==> src/rtl/fifo_defines_pkg.sv <==
// Shared definitions for the sample FIFO and its DAC-side reader.
package fifo_defines_pkg;

    localparam int DATA_WIDTH        = 16;
    localparam int SCLK_DIV_DEF      = 2;
    localparam int SAMPLE_PERIOD_DEF = 80;

    typedef enum logic [2:0] {
        R_IDLE,
        R_READ,
        R_LOAD,
        R_SHIFT,
        R_DONE
    } reader_state_t;

endpackage

==> src/rtl/fifo_reader_sclk_gen.sv <==
// Serial clock generator for the DAC link: toggles sclk every SCLK_DIV clk
// cycles while enabled and counts completed bits (falling edges).
// The pulse outputs are asserted in the cycle before the sclk register
// changes, so the reader can update mosi together with the falling edge.
module fifo_reader_sclk_gen #(
    parameter int  DATA_WIDTH = 16,
    parameter int  SCLK_DIV   = 2,
    localparam int BIT_W      = $clog2(DATA_WIDTH + 1)
) (
    input  logic             clk,
    input  logic             rst,
    input  logic             i_en,
    output logic             o_sclk,
    output logic             o_rise_pulse,
    output logic             o_fall_pulse,
    output logic [BIT_W-1:0] o_bit_cnt,
    output logic             o_last_fall
);

    localparam int DIV_W = (SCLK_DIV > 1) ? $clog2(SCLK_DIV) : 1;

    logic [DIV_W-1:0] r_div;
    logic             r_sclk;
    logic [BIT_W-1:0] r_bit_cnt;
    logic             w_toggle;

    assign w_toggle     = i_en && (r_div == DIV_W'(SCLK_DIV - 1));
    assign o_rise_pulse = w_toggle && !r_sclk;
    assign o_fall_pulse = w_toggle && r_sclk;
    assign o_last_fall  = o_fall_pulse && (r_bit_cnt == BIT_W'(DATA_WIDTH - 1));
    assign o_sclk       = r_sclk;
    assign o_bit_cnt    = r_bit_cnt;

    // Divider, sclk register and bit counter; all cleared whenever disabled.
    always_ff @(posedge clk or negedge rst) begin
        if (!rst) begin
            r_div     <= '0;
            r_sclk    <= 1'b0;
            r_bit_cnt <= '0;
        end else if (!i_en) begin
            r_div     <= '0;
            r_sclk    <= 1'b0;
            r_bit_cnt <= '0;
        end else if (w_toggle) begin
            r_div  <= '0;
            r_sclk <= ~r_sclk;
            if (r_sclk) begin
                r_bit_cnt <= r_bit_cnt + BIT_W'(1);
            end
        end else begin
            r_div <= r_div + DIV_W'(1);
        end
    end

endmodule

==> src/rtl/fifo_dac_reader.sv <==
// Consumer end of the sample FIFO: pops one sample per sample period and
// shifts it MSB-first onto an SPI mode-0 DAC link.
//
//   state   | meaning
//   --------+-----------------------------------------------------------
//   R_IDLE  | waiting for a period tick; empty FIFO on tick -> underrun
//   R_READ  | rd_en_o pulse to the FIFO
//   R_LOAD  | cs_n low, FIFO data captured into the shift register
//   R_SHIFT | sclk running, shift on every falling edge but the last
//   R_DONE  | cs_n high, frame counter incremented
module fifo_dac_reader
    import fifo_defines_pkg::*;
#(
    parameter int DATA_WIDTH    = fifo_defines_pkg::DATA_WIDTH,
    parameter int SCLK_DIV      = SCLK_DIV_DEF,
    parameter int SAMPLE_PERIOD = SAMPLE_PERIOD_DEF,
    parameter int CNT_WIDTH     = 16
) (
    input  logic                  clk,
    input  logic                  rst,
    input  logic                  en_i,
    input  logic                  clr_underrun_i,
    input  logic                  empty_i,
    input  logic [DATA_WIDTH-1:0] data_i,
    output logic                  rd_en_o,
    output logic                  sclk_o,
    output logic                  cs_n_o,
    output logic                  mosi_o,
    output logic                  busy_o,
    output logic                  underrun_o,
    output logic [CNT_WIDTH-1:0]  frame_cnt_o
);

    localparam int PER_W = (SAMPLE_PERIOD > 1) ? $clog2(SAMPLE_PERIOD) : 1;
    localparam int BIT_W = $clog2(DATA_WIDTH + 1);

    reader_state_t         r_state;
    logic [PER_W-1:0]      r_period_cnt;
    logic [DATA_WIDTH-1:0] r_shreg;
    logic                  r_rd_en;
    logic                  r_cs_n;
    logic                  r_busy;
    logic                  r_underrun;
    logic [CNT_WIDTH-1:0]  r_frame_cnt;

    logic             w_tick;
    logic             w_gen_en;
    logic             w_sclk;
    logic             w_rise;
    logic             w_fall;
    logic             w_last_fall;
    logic [BIT_W-1:0] w_bit_cnt;
    logic             w_unused_gen;

    assign w_tick       = en_i && (r_period_cnt == PER_W'(SAMPLE_PERIOD - 1));
    assign w_gen_en     = (r_state == R_LOAD) || (r_state == R_SHIFT);
    assign w_unused_gen = &{1'b0, w_rise, w_bit_cnt};

    fifo_reader_sclk_gen #(
        .DATA_WIDTH (DATA_WIDTH),
        .SCLK_DIV   (SCLK_DIV)
    ) u_sclk_gen (
        .clk          (clk),
        .rst          (rst),
        .i_en         (w_gen_en),
        .o_sclk       (w_sclk),
        .o_rise_pulse (w_rise),
        .o_fall_pulse (w_fall),
        .o_bit_cnt    (w_bit_cnt),
        .o_last_fall  (w_last_fall)
    );

    // Sample-period counter; parked at zero while disabled so re-enabling
    // always gives a full period before the first tick.
    always_ff @(posedge clk or negedge rst) begin
        if (!rst) begin
            r_period_cnt <= '0;
        end else if (!en_i || w_tick) begin
            r_period_cnt <= '0;
        end else begin
            r_period_cnt <= r_period_cnt + PER_W'(1);
        end
    end

    // Reader FSM with all DAC-side outputs registered.
    always_ff @(posedge clk or negedge rst) begin
        if (!rst) begin
            r_state     <= R_IDLE;
            r_shreg     <= '0;
            r_rd_en     <= 1'b0;
            r_cs_n      <= 1'b1;
            r_busy      <= 1'b0;
            r_underrun  <= 1'b0;
            r_frame_cnt <= '0;
        end else begin
            r_rd_en <= 1'b0;

            // A tick we cannot serve (empty FIFO or frame still running)
            // is an underrun; setting beats a simultaneous clear.
            if (w_tick && ((r_state != R_IDLE) || empty_i)) begin
                r_underrun <= 1'b1;
            end else if (clr_underrun_i) begin
                r_underrun <= 1'b0;
            end

            case (r_state)
                R_IDLE: begin
                    if (w_tick && !empty_i) begin
                        r_state <= R_READ;
                        r_rd_en <= 1'b1;
                        r_busy  <= 1'b1;
                    end
                end
                R_READ: begin
                    r_state <= R_LOAD;
                    r_cs_n  <= 1'b0;
                end
                R_LOAD: begin
                    r_shreg <= data_i;
                    r_state <= R_SHIFT;
                end
                R_SHIFT: begin
                    if (w_last_fall) begin
                        r_state <= R_DONE;
                        r_cs_n  <= 1'b1;
                        r_shreg <= '0;
                    end else if (w_fall) begin
                        r_shreg <= {r_shreg[DATA_WIDTH-2:0], 1'b0};
                    end
                end
                R_DONE: begin
                    r_frame_cnt <= r_frame_cnt + CNT_WIDTH'(1);
                    r_state     <= R_IDLE;
                    r_busy      <= 1'b0;
                end
                default: begin
                    r_state <= R_IDLE;
                    r_cs_n  <= 1'b1;
                    r_busy  <= 1'b0;
                    r_shreg <= '0;
                end
            endcase
        end
    end

    assign rd_en_o     = r_rd_en;
    assign sclk_o      = w_sclk;
    assign cs_n_o      = r_cs_n;
    assign mosi_o      = r_shreg[DATA_WIDTH-1];
    assign busy_o      = r_busy;
    assign underrun_o  = r_underrun;
    assign frame_cnt_o = r_frame_cnt;

endmodule

==> config.mk <==
export PLATFORM = sky130hd
export DESIGN_NAME = fifo_dac_reader
export DESIGN_NICKNAME = d
export VERILOG_FILES = /design/src/rtl/fifo_defines_pkg.sv /design/src/rtl/fifo_reader_sclk_gen.sv /design/src/rtl/fifo_dac_reader.sv
export SDC_FILE = /design/constraint.sdc
export NUM_CORES = 1
export LEC_CHECK = 0
export CORE_ASPECT_RATIO = 1.1
export CORE_MARGIN = 3
export CORE_UTILIZATION = 56
export DETAILED_ROUTE_END_ITERATION = 8
export PLACE_DENSITY = 0.84
export SYNTH_ARGS = -nofsm -noshare
export SYNTH_HDL_FRONTEND = slang
export SYNTH_HIERARCHICAL = 1
export SYNTH_SLANG_ARGS = --single-unit
export TNS_END_PERCENT = 20
==> constraint.sdc <==
create_clock -name clk -period 3.45 [get_ports clk]
set_clock_uncertainty 0.05 [all_clocks]
set_input_delay 0.69 -clock clk [delete_from_list [all_inputs] [get_ports clk]]
set_output_delay 0.69 -clock clk [all_outputs]
set_load 0.05 [all_outputs]
Word-level counts from Yosys, hierarchy flattened. Cells that the tools add are included.

Register bits: 53. Input port bits: 21. Output and inout bits: 22. Word-level logic and storage cells: 74.

Add/subtract/negate cells: 4. Equality and inequality tests: 11. Multiplexer cells: 22. Bitwise gates (word level): 4. Reduce and logical (&&, ||, !) cells: 22.

Operators by type and width (number): case mux 16 bit (3 select lines) (1); 2-to-1 mux 16 bit (2); adder 16 x 1 -> 16 bit, second input constant (1); 2-to-1 mux 5 bit (3); case mux 3 bit (4 select lines) (1); 2-to-1 mux 1 bit (10); AND reduction 2 bit (5); OR reduction 3 bit (3); adder 7 x 1 -> 7 bit, second input constant (1); == test 7 bit, second input constant (1); 2-to-1 mux 7 bit (1); == test 3 x 2 -> 1 bit, second input constant (2); logical AND 1 bit (6); 2-to-1 mux 3 bit (2); inequality test 2 bit, second input constant (3); adder 5 x 1 -> 5 bit, second input constant (1); == test 5 x 4 -> 1 bit, second input constant (1); inverter 1 bit (4); == test 3 x 1 -> 1 bit, second input constant (1); == test 3 bit, second input constant (1); zero test 3 bit (1); logical OR 1 bit (3); inequality test 3 x 1 -> 1 bit, second input constant (1); case mux 1 bit (3 select lines) (1); other kinds (6) (7).

Logic depth before layout (Yosys ltp). Gate-level depths: netlist of the first run.

Depth in word-level cells: 7. Gate-level depth with buffers: 9. Depth with buffers taken out: 8.

Cells and area by module. Netlist of the first run, hierarchy kept.

By module, submodules not included: fifo_dac_reader (instances 1, cells an instance 172, area each 2047.0 µm², sequential area each 1152.4 µm²); fifo_reader_sclk_gen (instances 1, cells an instance 36, area each 364.1 µm², sequential area each 175.2 µm²).

Worst setup path before layout of the first run. Ideal clock, no wire load.

Path kind: reg2reg. Start: reg u_sclk_gen.r_sclk (netlist: u_sclk_gen/o_sclk). End: reg r_shreg[10]. Library setup time: 0.078 ns. Arrival time: 2.014 ns. Required time: 3.322 ns. Setup slack: 1.308 ns. Cell stages (with the launch flop): 9. Buffers on the path: 2. Period minus slack after synthesis: 2.142 ns. Cell sequence: dfrtp_1 > buf_6 > and3_2 > and2_1 > and2b_2 > nand2b_1 > a22oi_4 > buf_4 > o2bb2ai_1.

Longest elaborated chain between the ends: 4. Elaborated cells between the ends (all ways): 6. Classes of those cells: eq/ne (1); mux (2); reduce/logical (3).

Ends and longest elaborated chain: from (decl) (RTL line fifo_reader_sclk_gen.sv:23) `logic r_sclk;`; from (signal assigned) (RTL line fifo_reader_sclk_gen.sv:46) `r_sclk <= ~r_sclk;`; logical AND 1 bit * (RTL line fifo_reader_sclk_gen.sv:29) `assign o_fall_pulse = w_toggle && r_sclk;`; net w_fall (RTL line fifo_dac_reader.sv:50) `logic w_fall;`; logical AND 1 bit * (RTL line fifo_reader_sclk_gen.sv:30) `assign o_last_fall = o_fall_pulse && (r_bit_cnt == BIT_W'(DATA_WIDTH - 1));`; net w_last_fall (RTL line fifo_dac_reader.sv:51) `logic w_last_fall;`; 2-to-1 mux 16 bit or inequality test 3 x 1 -> 1 bit (tied branches); case mux 16 bit (3 select lines) or AND reduction 2 bit (tied branches); to (signal assigned) (RTL line fifo_dac_reader.sv:119) `r_shreg <= data_i;`; to (signal assigned) (RTL line fifo_dac_reader.sv:128) `r_shreg <= {r_shreg[DATA_WIDTH-2:0], 1'b0};`; to (decl) (RTL line fifo_dac_reader.sv:39) `logic [DATA_WIDTH-1:0] r_shreg;`.

The timed path passes the listed nets; every way through them passes the cells marked *. A chain may end at the register's enable or synchronous reset.

Final worst setup path of the first run.
Start: reg r_state[2]. End: reg r_shreg[3].

Longest elaborated chain between the ends: 7. Elaborated cells between the ends (all ways): 15. Classes of those cells: eq/ne (5); mux (2); bitwise (1); reduce/logical (7).

Ends and longest elaborated chain: from (decl) (RTL line fifo_dac_reader.sv:37) `reader_state_t r_state;`; from (signal assigned) (RTL line fifo_dac_reader.sv:88) `r_state <= R_IDLE;`; from (signal assigned) (RTL line fifo_dac_reader.sv:109) `r_state <= R_READ;`; from (signal assigned) (RTL line fifo_dac_reader.sv:115) `r_state <= R_LOAD;`; == test 3 x 2 -> 1 bit (RTL line fifo_dac_reader.sv:56) `assign w_gen_en = (r_state == R_LOAD) || (r_state == R_SHIFT);`; logical OR 1 bit * (RTL line fifo_dac_reader.sv:56); net w_gen_en (RTL line fifo_dac_reader.sv:47) `logic w_gen_en;`; logical AND 1 bit * (RTL line fifo_reader_sclk_gen.sv:27) `assign w_toggle = i_en && (r_div == DIV_W'(SCLK_DIV - 1));`; logical AND 1 bit * (RTL line fifo_reader_sclk_gen.sv:29); net w_fall (RTL line fifo_dac_reader.sv:50); logical AND 1 bit * (RTL line fifo_reader_sclk_gen.sv:30); net w_last_fall (RTL line fifo_dac_reader.sv:51); 2-to-1 mux 16 bit or inequality test 3 x 1 -> 1 bit (tied branches); case mux 16 bit (3 select lines) or AND reduction 2 bit (tied branches).

Marked as above.

==> run metrics, run 1 <==
status finished, final reports clean; vias in the first global route about 1.7k; sequential cell fraction of total power 0.581; Slew Viols, Final 0; worst vdd ir 224 uV; area delta synth->final 21.6%; CTS Hold Bufs 0; GR Layer Usage met3 0.0418; # Post-CTS Setup Buffers 0; clk slew on worst S/H paths 90 ps; maximum fanout along the worst path 15; Antenna Violating Nets Remaining 0; core area 0.00405 mm^2; grt total ovfl 0; Gate power share 0.045; WP data arrival 2620 ps; initial antenna violation count 0; Remaining DRCs 0; Root Driver clkbuf_8; die width ~70 um; number of gates resized after cts 0; Skew-Pair Late Insertion Delay 300 ps; CTS H-tree lvls 2; PwrDens 371 mW/mm^2; FMAX 401 MHz; RD Place Congestion about 0.78; Slowest-stage cell, CP dfrtp_1; worst min-delay path class input port to async pin; worst path cell trace and2b_1 > and3_2 > and2_1 > and2b_2 > nand2b_1 > nand2_1 > o2bb2ai_1; setup total negative slack 0 ps; drt total wl 4560 um; Max Cap Viol 0; net switching power 0.220 mW; TritonRoute pass-1 iters 4; Setup Crit Path Kind flip-flop to flip-flop; Post-Syn Area 0.00240 mm^2; gr usage total 0.200; Reg2Reg Depth 7; first-pass GRT wire length 7620 um; Final WS setup 953 ps; Nets 271; Rows 24; Worst setup EP type flip-flop; CP delay by family, top simple AND/OR/NAND/NOR gates; warning count from the yosys run 6; RSZ-0062 raised after global routing no; post-synth net total 231; I/O Buffers 42; initial drt markers approximately 130; CTS buffer count 5; slew margin rel. 0.595; layout cells sized above 1 0.0650; Via density 5.71; met2 Use GR 0.329; Tot Pwr 1.08 mW; area post-placement 0.00282 mm^2; Final setup viols 0; largest net degree at the start of global routing 28; Cell Int Power 0.863 mW; starting density of the core 0.593; n_diodes 0; Wirelength per Cell 15.3 um; clock buffer depth 2; CP Data Required Time 3570 ps; Die Y around 75 um; Clk pwr share 0.374; design area a little under 0.003 mm^2; Vias 1703; Cells after Synth approximately 210; IO Pins 43; critical path startpoint category flip-flop; Critical path buffers and inverters 0; routing usage on met1 0.260; Worst path depth 7; Sw Share 0.203; Avg Cell Area, Syn 11.7 um^2; final period utilization 0.724; P_leak between 1 and 1.5 nW; hpwl dp 3270 um; CTS tree built; Die ar. between 0.005 and 0.006 mm^2; pre-CTS setup slack 974 ps; final hold violations 0; critical path's largest stage delay ~550 ps; fin crit period roughly 2500 ps; worst slew pin tran 607 ps; clock sink count 53; busiest grt layer met2
## worst paths after layout
path,from,endpoint,slack [ps]
max,r_state[2]$_DFFE_PN0P_,r_shreg[3]$_DFFE_PN0P_,950
min,rst,r_period_cnt[2]$_DFF_PN0_,340
max reg2reg,r_state[2]$_DFFE_PN0P_,r_shreg[3]$_DFFE_PN0P_,950
min reg2reg,r_period_cnt[0]$_DFF_PN0_,r_period_cnt[0]$_DFF_PN0_,430
max in group asynchronous,rst,cs_n_o$_DFFE_PN1P_,2200
min in group clk,r_period_cnt[0]$_DFF_PN0_,r_period_cnt[0]$_DFF_PN0_,430
## registers in the layout, indices dropped and copies added, names as in the netlist
name / cells
busy_o: 1
cs_n_o: 1
frame_cnt_o: 16
r_period_cnt: 7
r_shreg: 16
r_state: 3
rd_en_o: 1
u_sclk_gen/o_bit_cnt: 5
u_sclk_gen/o_sclk: 1
u_sclk_gen/r_div: 1
underrun_o: 1
## layout by cell type, fill, tap and decap left out, types with 2 or more instances in the layout
master            n
nand3_1          11
clkdlybuf4s50_1  41
o21ai_0           5
nor3_1            2
dfrtp_1          52
a22oi_1          14
and2_1            2
and3_1           10
xnor2_1          15
and4_1            2
ha_1              4
nand2b_1          3
nor2_1           12
clkbuf_8          5
a21oi_1           6
nand4_1           2
nor2b_1           2
o2bb2ai_1        15
nand2_1           7
xor2_1            7
inv_1             6
## worst reg2reg max path, stage by stage, from the launching register on
cell and delay (ps):
dfrtp_1 550, and2b_1 280, and3_2 190, and2_1 190, and2b_2 400, nand2b_1 160, nand2_1 420, o2bb2ai_1 130
## metrics by stage
stage,hold slack (ps),instances,util
after floorplan,344,206,-
after global placement,390,291,0.695
after detailed placement,426,291,0.695
after CTS,347,298,0.721
after global routing,360,298,0.721
final,339,298,0.721
## layout make-up
type | instances | area, um^2
timing repair buffer | 43 | 423
clock inverter | 2 | 35.0
sequential | 53 | 1330
tap | 52 | 65.1
multi-input combinational | 136 | 976
fill | 301 | 1130
inverter | 7 | 26.3
clock buffer | 5 | 68.8
## power by group through the flow
stage	Sequential, mW	Combinational [mW]	Clock [mW]
after floorplan	0.643	0.00818	0
after global placement	0.641	0.0490	0
after detailed placement	0.641	0.0495	0
after CTS	0.629	0.0496	0.413
after global routing	0.630	0.0540	0.439
final	0.629	0.0485	0.406
## routing by layer
layer,vias to the layer above,part of all wire
met1,844,0.44
met3,7,0.037
met5,-,0
met4,0,0.014
li1,819,-
met2,33,0.51
No activity file was read; power rests on OpenSTA's default activity.
==> inputs of run 2 (changes only) <==
--- a/config.mk
+++ b/config.mk
@@ -7,9 +7,9 @@
 export LEC_CHECK = 0
 export CORE_ASPECT_RATIO = 1.1
 export CORE_MARGIN = 3
-export CORE_UTILIZATION = 56
+export CORE_UTILIZATION = 47
 export DETAILED_ROUTE_END_ITERATION = 8
-export PLACE_DENSITY = 0.84
+export PLACE_DENSITY = 0.75
 export SYNTH_ARGS = -nofsm -noshare
 export SYNTH_HDL_FRONTEND = slang
 export SYNTH_HIERARCHICAL = 1
==> constraint.sdc (replaced) <==
create_clock -name clk -period 2.01 [get_ports clk]
set_clock_uncertainty 0.05 [all_clocks]
set_input_delay 0.402 -clock clk [delete_from_list [all_inputs] [get_ports clk]]
set_output_delay 0.402 -clock clk [all_outputs]
set_load 0.05 [all_outputs]
==> run 2 against run 1 <==
  * Fmax rose by 24%
  * Utilization is 4.4 points lower
  * Sequential share of layout area down 4.4 points
  * Register-to-register slack got worse by 950 ps
  * Global-route usage fell by 3.2 points
  * Sequential cell count did not move
  * Via count is 2.7% higher
  * Non-clock buffer count is 15 higher
  * Combinational power rose by 89%
  * Cell count is 6.7% higher
  * First-iteration DRC count up 8.7%
  * Critical path type unchanged
==> run metrics, run 2 (synthesized netlist as in run 1, its figures left out) <==
worst slew pin tran 557 ps; Final setup viols 0; PwrDens a little over 600 mW/mm^2; Antenna Violating Nets Remaining 0; IO Pins 43; Via density 5.50; setup total negative slack 0 ps; I/O Buffers 42; Rows 26; final hold violations 0; gr usage total 0.168; largest net degree at the start of global routing 31; worst min-delay path class flip-flop to flip-flop; design area between 0.003 and 0.004 mm^2; Worst setup EP type flip-flop; layout cells sized above 1 0.214; Remaining DRCs 0; first-pass GRT wire length around 8000 um; Cell Int Power 1.62 mW; slew margin rel. 0.625; status finished, final reports clean; RSZ-0062 raised after global routing yes; Nets 286; Sw Share 0.191; hpwl dp 3250 um; commonest non-fill, non-tap cell in the layout dfrtp_1; net switching power 0.383 mW; initial drt markers 137; vias in the first global route 1752; placed insts roughly 310; drt total wl around 4800 um; final period utilization 0.999; starting density of the core 0.503; CTS buffer count 5; R2R setup slack 2 ps; Vias 1749; Layout Cells excl Fill approximately 320; Root Driver clkbuf_8; # fillers approximately 350; critical path startpoint category flip-flop; clock buffer depth 2; WP data arrival 2190 ps; core area about 0.0048 mm^2; CTS H-tree lvls 2; sequential cell fraction of total power 0.539; fin crit period between 2000 and 2500 ps; Wirelength per Cell 15.1 um; area delta synth->final 34.7%; Gate power share 0.046; CTS tree built; Tot Pwr 2.00 mW; pre-CTS setup slack 45.9 ps; RD Place Congestion 0.769; area post-placement 0.00294 mm^2; Setup Crit Path Kind flip-flop to flip-flop; Die Y 81 um; Clk pwr share 0.415; Die ar. 0.00601 mm^2; die width 74.2 um; maximum fanout along the worst path 8; commonest cells after routing, fill and taps aside dfrtp_1, clkdlybuf4s50_1, buf_4, xnor2_1, a22oi_1; Final WS setup 2.49 ps; Max Cap Viol 0; Core Util, Final 0.677; worst hold slack 409 ps; clock sink count 53; CP Data Required Time around 2200 ps; grt total ovfl 0; Skew-Pair Late Insertion Delay 300 ps; P_leak 1.54 nW; clk slew on worst S/H paths 90 ps; TritonRoute pass-1 iters 4; initial antenna violation count 0; worst vdd ir 579 uV; Slew Viols, Final 0; FMAX 498 MHz; n_diodes 0
-- run 2: worst max-delay path: stages (launching register included) --
cell	delay, ps
dfrtp_1	410
ha_2	200
and3_4	180
ha_4	140
and2_4	130
and2b_2	240
nand2b_4	70
a22oi_4	210
clkbuf_16	200
o2bb2ai_1	110
-- run 2: layer usage --
metal / global-route usage / part of all wire
met1: 0.222 / 0.45
met5: 0 / 0
met2: 0.279 / 0.50
met4: 0.0435 / 0.0069
met3: 0.0359 / 0.043
-- run 2: what timing repair did --
item	in CTS	in global routing
endpoints found under the setup margin	1	22
pin swaps	0	3
endpoints found under the hold margin	14	0
cloned	0	1
resized for setup	1	24
hold buffers	1	0
buffers inserted	0	2
-- run 2: final cells by class --
| class | count | area [um^2] | area share |
|---|---|---|---|
| Clock buffer | 5 | 68.8 | 0.0213 |
| Clock inverter | 3 | 65.1 | 0.0201 |
| Tap cell | 56 | 70.1 | 0.0216 |
| Timing Repair Buffer | 58 | 592 | 0.183 |
| Inverter | 7 | 26.3 | 0.00811 |
| Sequential cell | 53 | 1330 | 0.410 |
| Multi-Input combinational cell | 136 | 1090 | 0.336 |
-- run 2: path summary, 6_finish.rpt --
path | startpoint | endpoint | cells after the start
min | r_period_cnt[0]$_DFF_PN0_ | r_period_cnt[0]$_DFF_PN0_ | 1
max in group asynchronous | rst | cs_n_o$_DFFE_PN1P_ | 3
min in group asynchronous | rst | frame_cnt_o[4]$_DFFE_PN0P_ | 2
max reg2reg | u_sclk_gen/o_bit_cnt[1]$_DFFE_PN0P_ | r_shreg[7]$_DFFE_PN0P_ | 9
max | u_sclk_gen/o_bit_cnt[1]$_DFFE_PN0P_ | r_shreg[7]$_DFFE_PN0P_ | 9
min reg2reg | r_period_cnt[0]$_DFF_PN0_ | r_period_cnt[0]$_DFF_PN0_ | 1
-- run 2: power by group through the flow --
stage	Sequential [mW]	Clock [mW]	Combinational (mW)
floorplan	1.10	0	0.0140
detailed placement	1.10	0	0.0895
finish	1.08	0.831	0.0918
global placement	1.10	0	0.0894
CTS	1.08	0.849	0.0913
global route	1.08	0.899	0.102
==> inputs of run 3 (changes only) <==
--- a/config.mk
+++ b/config.mk
@@ -9,6 +9,7 @@
 export CORE_MARGIN = 3
 export CORE_UTILIZATION = 47
 export DETAILED_ROUTE_END_ITERATION = 8
+export HOLD_SLACK_MARGIN = 0.1
 export PLACE_DENSITY = 0.75
 export SYNTH_ARGS = -nofsm -noshare
 export SYNTH_HDL_FRONTEND = slang
==> results of run 3 <==
Final layout, timing and power as in run 2 (identical DEF).
